## src/rtl/uart_cmd_master_pkg.sv

```systemverilog
// Shared opcodes, command/state encodings and the frame builder
// for the UART command master.
package uart_cmd_master_pkg;

    localparam logic [7:0] OPC_REG_WR    = 8'hAA;
    localparam logic [7:0] OPC_REG_RD    = 8'hBB;
    localparam logic [7:0] OPC_ALU_OPER  = 8'hCC;
    localparam logic [7:0] OPC_ALU_NOPER = 8'hDD;

    typedef enum logic [1:0] {
        OP_REG_WR    = 2'd0,
        OP_REG_RD    = 2'd1,
        OP_ALU_OPER  = 2'd2,
        OP_ALU_NOPER = 2'd3
    } cmd_op_e;

    typedef enum logic [1:0] {
        ST_IDLE     = 2'd0,
        ST_SEND     = 2'd1,
        ST_WAIT_RSP = 2'd2,
        ST_DONE     = 2'd3
    } state_e;

    typedef struct packed {
        logic [3:0][7:0] bytes;
        logic [1:0]      last;
        logic [1:0]      rsp_len;
    } frame_t;

    // bytes[0] is always the opcode; unused tail bytes are zero
    function automatic frame_t build_frame(
        input cmd_op_e    op,
        input logic [3:0] addr,
        input logic [7:0] wdata,
        input logic [7:0] op_a,
        input logic [7:0] op_b,
        input logic [3:0] fun
    );
        frame_t f;
        f = '0;
        unique case (op)
            OP_REG_WR: begin
                f.bytes   = {8'h00, wdata, {4'h0, addr}, OPC_REG_WR};
                f.last    = 2'd2;
                f.rsp_len = 2'd0;
            end
            OP_REG_RD: begin
                f.bytes   = {16'h0000, {4'h0, addr}, OPC_REG_RD};
                f.last    = 2'd1;
                f.rsp_len = 2'd1;
            end
            OP_ALU_OPER: begin
                f.bytes   = {{4'h0, fun}, op_b, op_a, OPC_ALU_OPER};
                f.last    = 2'd3;
                f.rsp_len = 2'd2;
            end
            OP_ALU_NOPER: begin
                f.bytes   = {16'h0000, {4'h0, fun}, OPC_ALU_NOPER};
                f.last    = 2'd1;
                f.rsp_len = 2'd2;
            end
        endcase
        return f;
    endfunction

endpackage

```

## src/rtl/uart_cmd_master_rsp_timer.sv

```systemverilog
// Response inactivity timer: counts idle cycles while enabled and
// flags expiry on the last permitted cycle.
module rsp_timer #(
    parameter int TIMEOUT_CYCLES = 4096
) (
    input  logic clk,
    input  logic rst_n,
    input  logic clear,
    input  logic enable,
    output logic expire
);

    localparam int CW = $clog2(TIMEOUT_CYCLES + 1);
    localparam logic [CW-1:0] LAST = CW'(TIMEOUT_CYCLES - 1);

    logic [CW-1:0] cnt;

    always_ff @(posedge clk or negedge rst_n) begin
        if (!rst_n) begin
            cnt <= '0;
        end else if (clear) begin
            cnt <= '0;
        end else if (enable) begin
            cnt <= cnt + 1'b1;
        end
    end

    assign expire = enable && !clear && (cnt == LAST);

endmodule

```

## src/rtl/uart_cmd_master.sv

```systemverilog
// Sends register/ALU command frames to a UART byte transmitter and
// collects the byte response, with an inactivity abort.
module uart_cmd_master
    import uart_cmd_master_pkg::*;
#(
    parameter int TIMEOUT_CYCLES = 4096
) (
    input  logic        CLK,
    input  logic        RST,
    input  logic        cmd_valid,
    output logic        cmd_ready,
    input  logic [1:0]  cmd_op,
    input  logic [3:0]  cmd_addr,
    input  logic [7:0]  cmd_wdata,
    input  logic [7:0]  cmd_op_a,
    input  logic [7:0]  cmd_op_b,
    input  logic [3:0]  cmd_fun,
    output logic [7:0]  tx_data,
    output logic        tx_valid,
    input  logic        tx_ready,
    input  logic [7:0]  rx_data,
    input  logic        rx_valid,
    output logic        rsp_valid,
    output logic [15:0] rsp_data,
    output logic        rsp_timeout,
    output logic        busy
);

    state_e     state;
    frame_t     cur;
    frame_t     nxt;
    logic [1:0] byte_idx;
    logic [1:0] rx_cnt;
    logic [7:0] rx_lo;
    logic       tmr_en;
    logic       tmr_clear;
    logic       tmr_expire;

    always_comb begin
        nxt = build_frame(cmd_op_e'(cmd_op), cmd_addr, cmd_wdata,
                          cmd_op_a, cmd_op_b, cmd_fun);
    end

    // counter is held at zero outside WAIT_RSP, so entry starts it clean
    assign tmr_en    = (state == ST_WAIT_RSP);
    assign tmr_clear = !tmr_en || rx_valid;

    rsp_timer #(
        .TIMEOUT_CYCLES(TIMEOUT_CYCLES)
    ) u_rsp_timer (
        .clk   (CLK),
        .rst_n (RST),
        .clear (tmr_clear),
        .enable(tmr_en),
        .expire(tmr_expire)
    );

    always_ff @(posedge CLK or negedge RST) begin
        if (!RST) begin
            state       <= ST_IDLE;
            cur         <= '0;
            byte_idx    <= '0;
            rx_cnt      <= '0;
            rx_lo       <= '0;
            tx_data     <= '0;
            tx_valid    <= 1'b0;
            rsp_valid   <= 1'b0;
            rsp_data    <= '0;
            rsp_timeout <= 1'b0;
            busy        <= 1'b0;
            cmd_ready   <= 1'b1;
        end else begin
            rsp_valid   <= 1'b0;
            rsp_timeout <= 1'b0;
            unique case (state)
                ST_IDLE: begin
                    if (cmd_valid) begin
                        cur       <= nxt;
                        byte_idx  <= '0;
                        tx_data   <= nxt.bytes[0];
                        tx_valid  <= 1'b1;
                        busy      <= 1'b1;
                        cmd_ready <= 1'b0;
                        state     <= ST_SEND;
                    end
                end
                ST_SEND: begin
                    if (tx_ready) begin
                        if (byte_idx == cur.last) begin
                            tx_valid <= 1'b0;
                            rx_cnt   <= '0;
                            if (cur.rsp_len == 2'd0) begin
                                rsp_data  <= '0;
                                rsp_valid <= 1'b1;
                                state     <= ST_DONE;
                            end else begin
                                state <= ST_WAIT_RSP;
                            end
                        end else begin
                            byte_idx <= byte_idx + 2'd1;
                            tx_data  <= cur.bytes[byte_idx + 2'd1];
                        end
                    end
                end
                ST_WAIT_RSP: begin
                    // a byte on the expiry cycle wins over the abort
                    if (rx_valid) begin
                        if (rx_cnt + 2'd1 == cur.rsp_len) begin
                            rsp_data  <= (cur.rsp_len == 2'd1)
                                       ? {8'h00, rx_data}
                                       : {rx_data, rx_lo};
                            rsp_valid <= 1'b1;
                            state     <= ST_DONE;
                        end else begin
                            rx_lo  <= rx_data;
                            rx_cnt <= rx_cnt + 2'd1;
                        end
                    end else if (tmr_expire) begin
                        rsp_timeout <= 1'b1;
                        busy        <= 1'b0;
                        cmd_ready   <= 1'b1;
                        state       <= ST_IDLE;
                    end
                end
                ST_DONE: begin
                    busy      <= 1'b0;
                    cmd_ready <= 1'b1;
                    state     <= ST_IDLE;
                end
            endcase
        end
    end

endmodule

```

## config.mk

```make
export PLATFORM = sky130hd
export DESIGN_NAME = uart_cmd_master
export DESIGN_NICKNAME = d
export VERILOG_FILES = /design/src/rtl/uart_cmd_master_pkg.sv /design/src/rtl/uart_cmd_master_rsp_timer.sv /design/src/rtl/uart_cmd_master.sv
export SDC_FILE = /design/constraint.sdc
export NUM_CORES = 1
export LEC_CHECK = 0
export ABC_AREA = 1
export CAP_MARGIN = 20
export CORE_MARGIN = 1.5
export CORE_UTILIZATION = 47
export CTS_CLUSTER_DIAMETER = 120
export CTS_CLUSTER_SIZE = 20
export DETAILED_ROUTE_END_ITERATION = 16
export DONT_BUFFER_PORTS = 1
export PLACE_DENSITY = 0.74
export SLEW_MARGIN = 20
export SYNTH_ARGS = -nofsm -noshare
export SYNTH_HDL_FRONTEND = slang
export SYNTH_HIERARCHICAL = 1
export SYNTH_SLANG_ARGS = --single-unit
```

## constraint.sdc

```tcl
create_clock -name CLK -period 1.9 [get_ports CLK]
set_input_delay 0.38 -clock CLK [delete_from_list [all_inputs] [get_ports CLK]]
set_output_delay 0.38 -clock CLK [all_outputs]
set_load 0.05 [all_outputs]
```

Word-level counts from Yosys, hierarchy flattened
Index checks and enable logic that the tools add are counted.

Input port bits: 47. Memory bits (read-only): 0. Bits in registers: 92. Bits in latches: 0. RAM bits: 0. Output and inout port bits: 29. Memories kept: 0.

$mul: 0. $lt $le $gt $ge: 1. Equality and inequality tests: 22. Mux-type cells: 53. Div/mod/pow operators: 0. Add/subtract/negate cells: 3. Shift-type cells: 0. Bitwise operators: 1. Reductions and logical operators: 20.

Operators by type and width (number): $pmux 36 s4 (1); $mux 16 (6); $mux 8 (4); $pmux 16 s2 (1); $mux 13 (2); $mux 2 (13); $mux 1 (17); $bmux 8 s2 (1); $ne 2x2->1 const B (8); $pmux 8 s2 (1); $add 13x1->13 const B (1); $eq 13x12->1 const B (1); $reduce_and 4->1 (3); $reduce_and 5->1 (2); $eq 2x2->1 const B (4); $pmux 2 s2 (2); $pmux 2 s4 (1); $eq 2x1->1 const B (3); $logic_not 2->1 (3); $ne 3x2->1 const B (2); $pmux 1 s3 (2); $reduce_and 6->1 (1); $reduce_bool 2->1 (3); $add 2x1->2 const B (2); 11 further kinds (16).

Longest topological paths before layout
Depth in word-level cells: 9. Depth in mapped cells: 15. Mapped depth without buffers: 15.

Cells and area by module
Netlist, hierarchy kept.

Modules (own cells, without submodules): uart_cmd_master (cells an instance 438, area each 3475.8 µm², times used 1); rsp_timer (cells an instance 105, area each 744.5 µm², times used 1).

Worst setup path before layout
No wires, ideal clock.

Kind: reg2reg. Start point: register state[0]. End point: register state[0]. Path slack: -0.141 ns. Setup time: 0.124 ns. Buffers on the path: 0. Arrival time: 1.916 ns. Cell stages (with the launch flop): 16. Cells stage by stage: dfrtp_1 inv_1 ha_1 inv_2 nor2_2 inv_2 nor2_1 inv_1 nor3_1 inv_1 nand2_1 nand2_1 a21oi_1 nand2_1 nand2_1 o21ai_1.

Longest elaborated chain between the ends: 8. Elaborated cells between the ends (all ways): 16. Those cells by class: 8 x eq/ne; 1 x mux; 7 x reduce/logical.

RTL lines: start: declaration (RTL line uart_cmd_master.sv:29) `state_e state;`; start signal: assignment (RTL line uart_cmd_master.sv:60) `state <= ST_IDLE;`; start signal: assignment (RTL line uart_cmd_master.sv:84) `state <= ST_SEND;`; start signal: assignment (RTL line uart_cmd_master.sv:95) `state <= ST_DONE;`; $eq 2x2->1 (RTL line uart_cmd_master.sv:45) `assign tmr_en = (state == ST_WAIT_RSP);`; net tmr_en (RTL line uart_cmd_master.sv:35) `logic tmr_en;`; $logic_not 1->1 (RTL line uart_cmd_master.sv:46) `assign tmr_clear = !tmr_en || rx_valid;`; $logic_or 1x1->1 (RTL line uart_cmd_master.sv:46); net tmr_clear (RTL line uart_cmd_master.sv:36) `logic tmr_clear;`; $logic_not 1->1 (RTL line uart_cmd_master_rsp_timer.sv:28) `assign expire = enable && !clear && (cnt == LAST);`; $logic_and 1x1->1 (2 in a row) (RTL line uart_cmd_master_rsp_timer.sv:28); net tmr_expire (RTL line uart_cmd_master.sv:37) `logic tmr_expire;`; $ne 3x2->1 (no source line); $reduce_and 5->1 (no source line).

The timed path passes the listed nets, and every way through them passes these cells. A chain may end at the register's enable or synchronous reset.

Worst setup path in the final report
Ends and elaborated chain as after synthesis.

==> flow_metrics.tcl <==
set metrics [dict create \
    worst_slew_pin_slew_ns 0.6714 \
    synthMuxAreaShare_pct 0 \
    fin_cells 671 \
    path_clk_slew_ns 0.09 \
    tns_ns 0 \
    port_buffers 0 \
    irDropWorstVdd_v 0.0006815 \
    post-route-drc-count 0 \
    synth_xor_area_share_pct 0.2075 \
    gp_congestion 0.8972 \
    finalNetCount 610 \
    start_util_pct 48.39 \
    grt_pass1_vias 3472 \
    powerDensity_nw_per_um2 1680 \
    r2r_cells 15 \
    hold_class "in2async" \
    synth_area_um2 4220 \
    post-route-period-util_pct 99.13 \
    synth_nets 595 \
    yosysWarnings 6 \
    htreeDepth 3 \
    synth_cell_types 37 \
    relSlewSlack_pct 55.08 \
    drive_gt1_share_pct 12.97 \
    wl_per_cell_um 14.70 \
    crit_path_max_fanout 3 \
    synthSimpleGateAreaFrac_pct 29.47 \
    ys_seq_elements 83 \
    criticalPathCategory "reg2reg" \
    syn_inst 543 \
    overflow 0 \
    drt_iter0_markers 278 \
    violations "hold timing" \
    cts_tree "yes" \
    clock_sinks 83 \
    synth_compound_area_share_pct 12.36 \
    clk_latency_ns 0.36 \
    synth_fa_ha_area_share_pct 1.482 \
    path_delay_family "simple AND/OR/NAND/NOR gates" \
    synth_top_family_by_area "simple AND/OR/NAND/NOR gates" \
    report.final.slew_viol_count 0 \
    path_cells "inv_2 > ha_4 > inv_2 > nor2_4 > inv_2 > nor2_4 > inv_1 > nor3_2 > inv_1 > nand2_1 > nand2_1 > a21oi_2 > nand2_2 > nand2_1 > o21ai_1" \
    diodes 0 \
    timing.rr.end "state[0]" \
    post-dp-hpwl_mm 7.177 \
    place_inst 651 \
    status "finished with violations" \
    cp_slowest_cell "dfrtp_1" \
    die_area_um2 9557 \
    crit_required_ns 2.12 \
    critPathBufInv 5 \
    start_kind "flip-flop" \
    drtAntennaViolNets 0 \
    fin_hold_ws_ns -0.2951 \
    p_leak_nw 2.226 \
    grt_use_total_pct 21.44 \
    antenna_found_initial 0 \
    setup_viol 0 \
    fp-row-count 34 \
    fmax_ghz 0.5309 \
    maxCapViolations 0 \
    post-route-min-period_ns 1.883 \
    n_fill_cell 826 \
    die_h_um 97.76 \
    rr_startpoint "state[0]" \
    final_cell_mix "nand2_1 (151), dfrtp_1 (81), nor2_1 (53), inv_1 (48), nand3_1 (41)" \
    ys_seq_area_share_pct 49.24 \
    arrival_ns 2.10 \
    firstDrtPassIters 5 \
    root_buffer "clkbuf_8" \
    clock_path_buffers 2 \
    hold_viol 83 \
    layout_commonest_cell "nand2_1" \
    synth.avg_cell_area_um2 7.772 \
    pin_count 76 \
    routed_via_density 5.383 \
    area_growth_pct 11.44 \
    fin_skew_ns 0.01390 \
    die_x_um 97.76 \
    p_total_mw 7.901 \
    endpoint_kind "flip-flop" \
    r2r_setup_slack_ns 0.02 \
    grt_max_degree 84 \
    cts_buffers 9 \
    via_count 3612 \
    crit_path_max_incr_delay_ns 0.41 \
    drt-total-wl_mm 9.866 \
    coreArea_um2 8721 \
    grt_first_pass_wirelength_mm 16.40 \
]
sequential cells by signal, indices dropped and copies added, names as in the netlist, 2 cells and up:
signal           cells
tx_data              8
u_rsp_timer/cnt     13
state                2
rx_cnt               2
cur                 27
rsp_data            16
rx_lo                8
byte_idx             2
where the power goes:
part / leakage (nW) / switching, mW / internal, mW
Combinational: 1.06 / 1.88 / 1.07
Sequential: 1.07 / 1.26 / 2.38
Clock: 0.0957 / 0.655 / 0.648
Total: 2.23 / 3.80 / 4.10
synth_stat cells:
library cell  number  area share [%]
nor2_2             5            0.74
buf_4              3            0.53
nor2_4             1            0.27
a21boi_0           1            0.18
nand3_1           42             5.0
nand3_2            1            0.24
a22o_1             2            0.42
o21ai_1            9             1.1
xor2_1             1            0.21
a21oi_1           25             3.0
nand3b_1           2            0.36
clkinv_1           2            0.18
and2_1             1            0.15
inv_2              5            0.44
clkbuf_1          10            0.89
nand2_2            7             1.0
nor3_1            12             1.4
ha_1               5             1.5
o211ai_1           4            0.71
nand2_4            3            0.80
nand4_1            3            0.44
dfstp_2            1            0.62
nor2_8             1            0.47
inv_1             50             4.4
nand2_1          152              14
o31ai_1            1            0.18
buf_6              1            0.27
a31oi_1            3            0.44
o21ai_0           37             4.4
a221oi_1           5             1.0
dfrtp_1           82              49
o22ai_1            4            0.59
or2_2              1            0.15
a32oi_1            1            0.21
buf_2              4            0.47
o21bai_1           1            0.18
nor2_1            55             4.9
final cells by class:
| type | instances | area (um2) | area share, % |
|---|---|---|---|
| multi-input cells | 385 | 1893 | 40.25 |
| clock inverters | 5 | 62.56 | 1.330 |
| well taps | 108 | 135.1 | 2.873 |
| flip-flops and latches | 83 | 2079 | 44.21 |
| inverters | 57 | 214.0 | 4.549 |
| repair buffers | 22 | 177.7 | 3.778 |
| clock buffers | 11 | 141.4 | 3.006 |
worst max-delay path by stage:
| stage | from | to | slack [ns] | depth (start not counted) |
|---|---|---|---|---|
| global placement | state[0] | state[0] | 0.11 | 15 |
| floorplan | state[0] | state[0] | 0.03 | 15 |
| global route | state[0] | state[0] | -0.09 | 15 |
| CTS | state[0] | state[0] | 0.003 | 15 |
| detailed placement | state[0] | state[0] | 0.01 | 15 |
| finish | state[0] | state[0] | 0.02 | 15 |
per-stage QoR:
step	utilization, %	worst slack (ns)	area [um2]
2_1_floorplan	-	0.03267	4235
3_3_place_gp	50.76	0.1101	4427
3_5_place_dp	50.76	0.01455	4427
4_1_cts	53.19	0.003132	4638
5_1_grt	53.93	-0.09212	4703
6_report	53.93	0.01657	4703
logic make-up (layout without fill, tap and decap cells):
kind of cell / after synthesis / count (layout)
xor+xnor: 1 / 1
simple gates: 286 / 286
compound gates: 93 / 93
flops: 83 / 83
buf+inv: 75 / 95
fa+ha+maj: 5 / 5
layer usage:
metal / GRT usage (%) / part of all wire (%) / vias up / routed length, um
li1: - / - / 1792 / -
met1: 28.30 / 45 / 1698 / 4406
met2: 35.10 / 48 / 108 / 4730
met3: 4.438 / 5.8 / 14 / 577
met4: 8.022 / 1.6 / 0 / 153
met5: 0 / 0 / - / 0
what timing repair did:
| action | CTS | global route |
|---|---|---|
| resized for setup | 0 | 11 |
| endpoints found under the setup margin | 1 | 39 |
| hold endpoints to repair | 83 | 83 |
| buffers inserted | 1 | 3 |
| pin swaps | 1 | 2 |
Note: power is estimated with default switching activity, not from simulation.
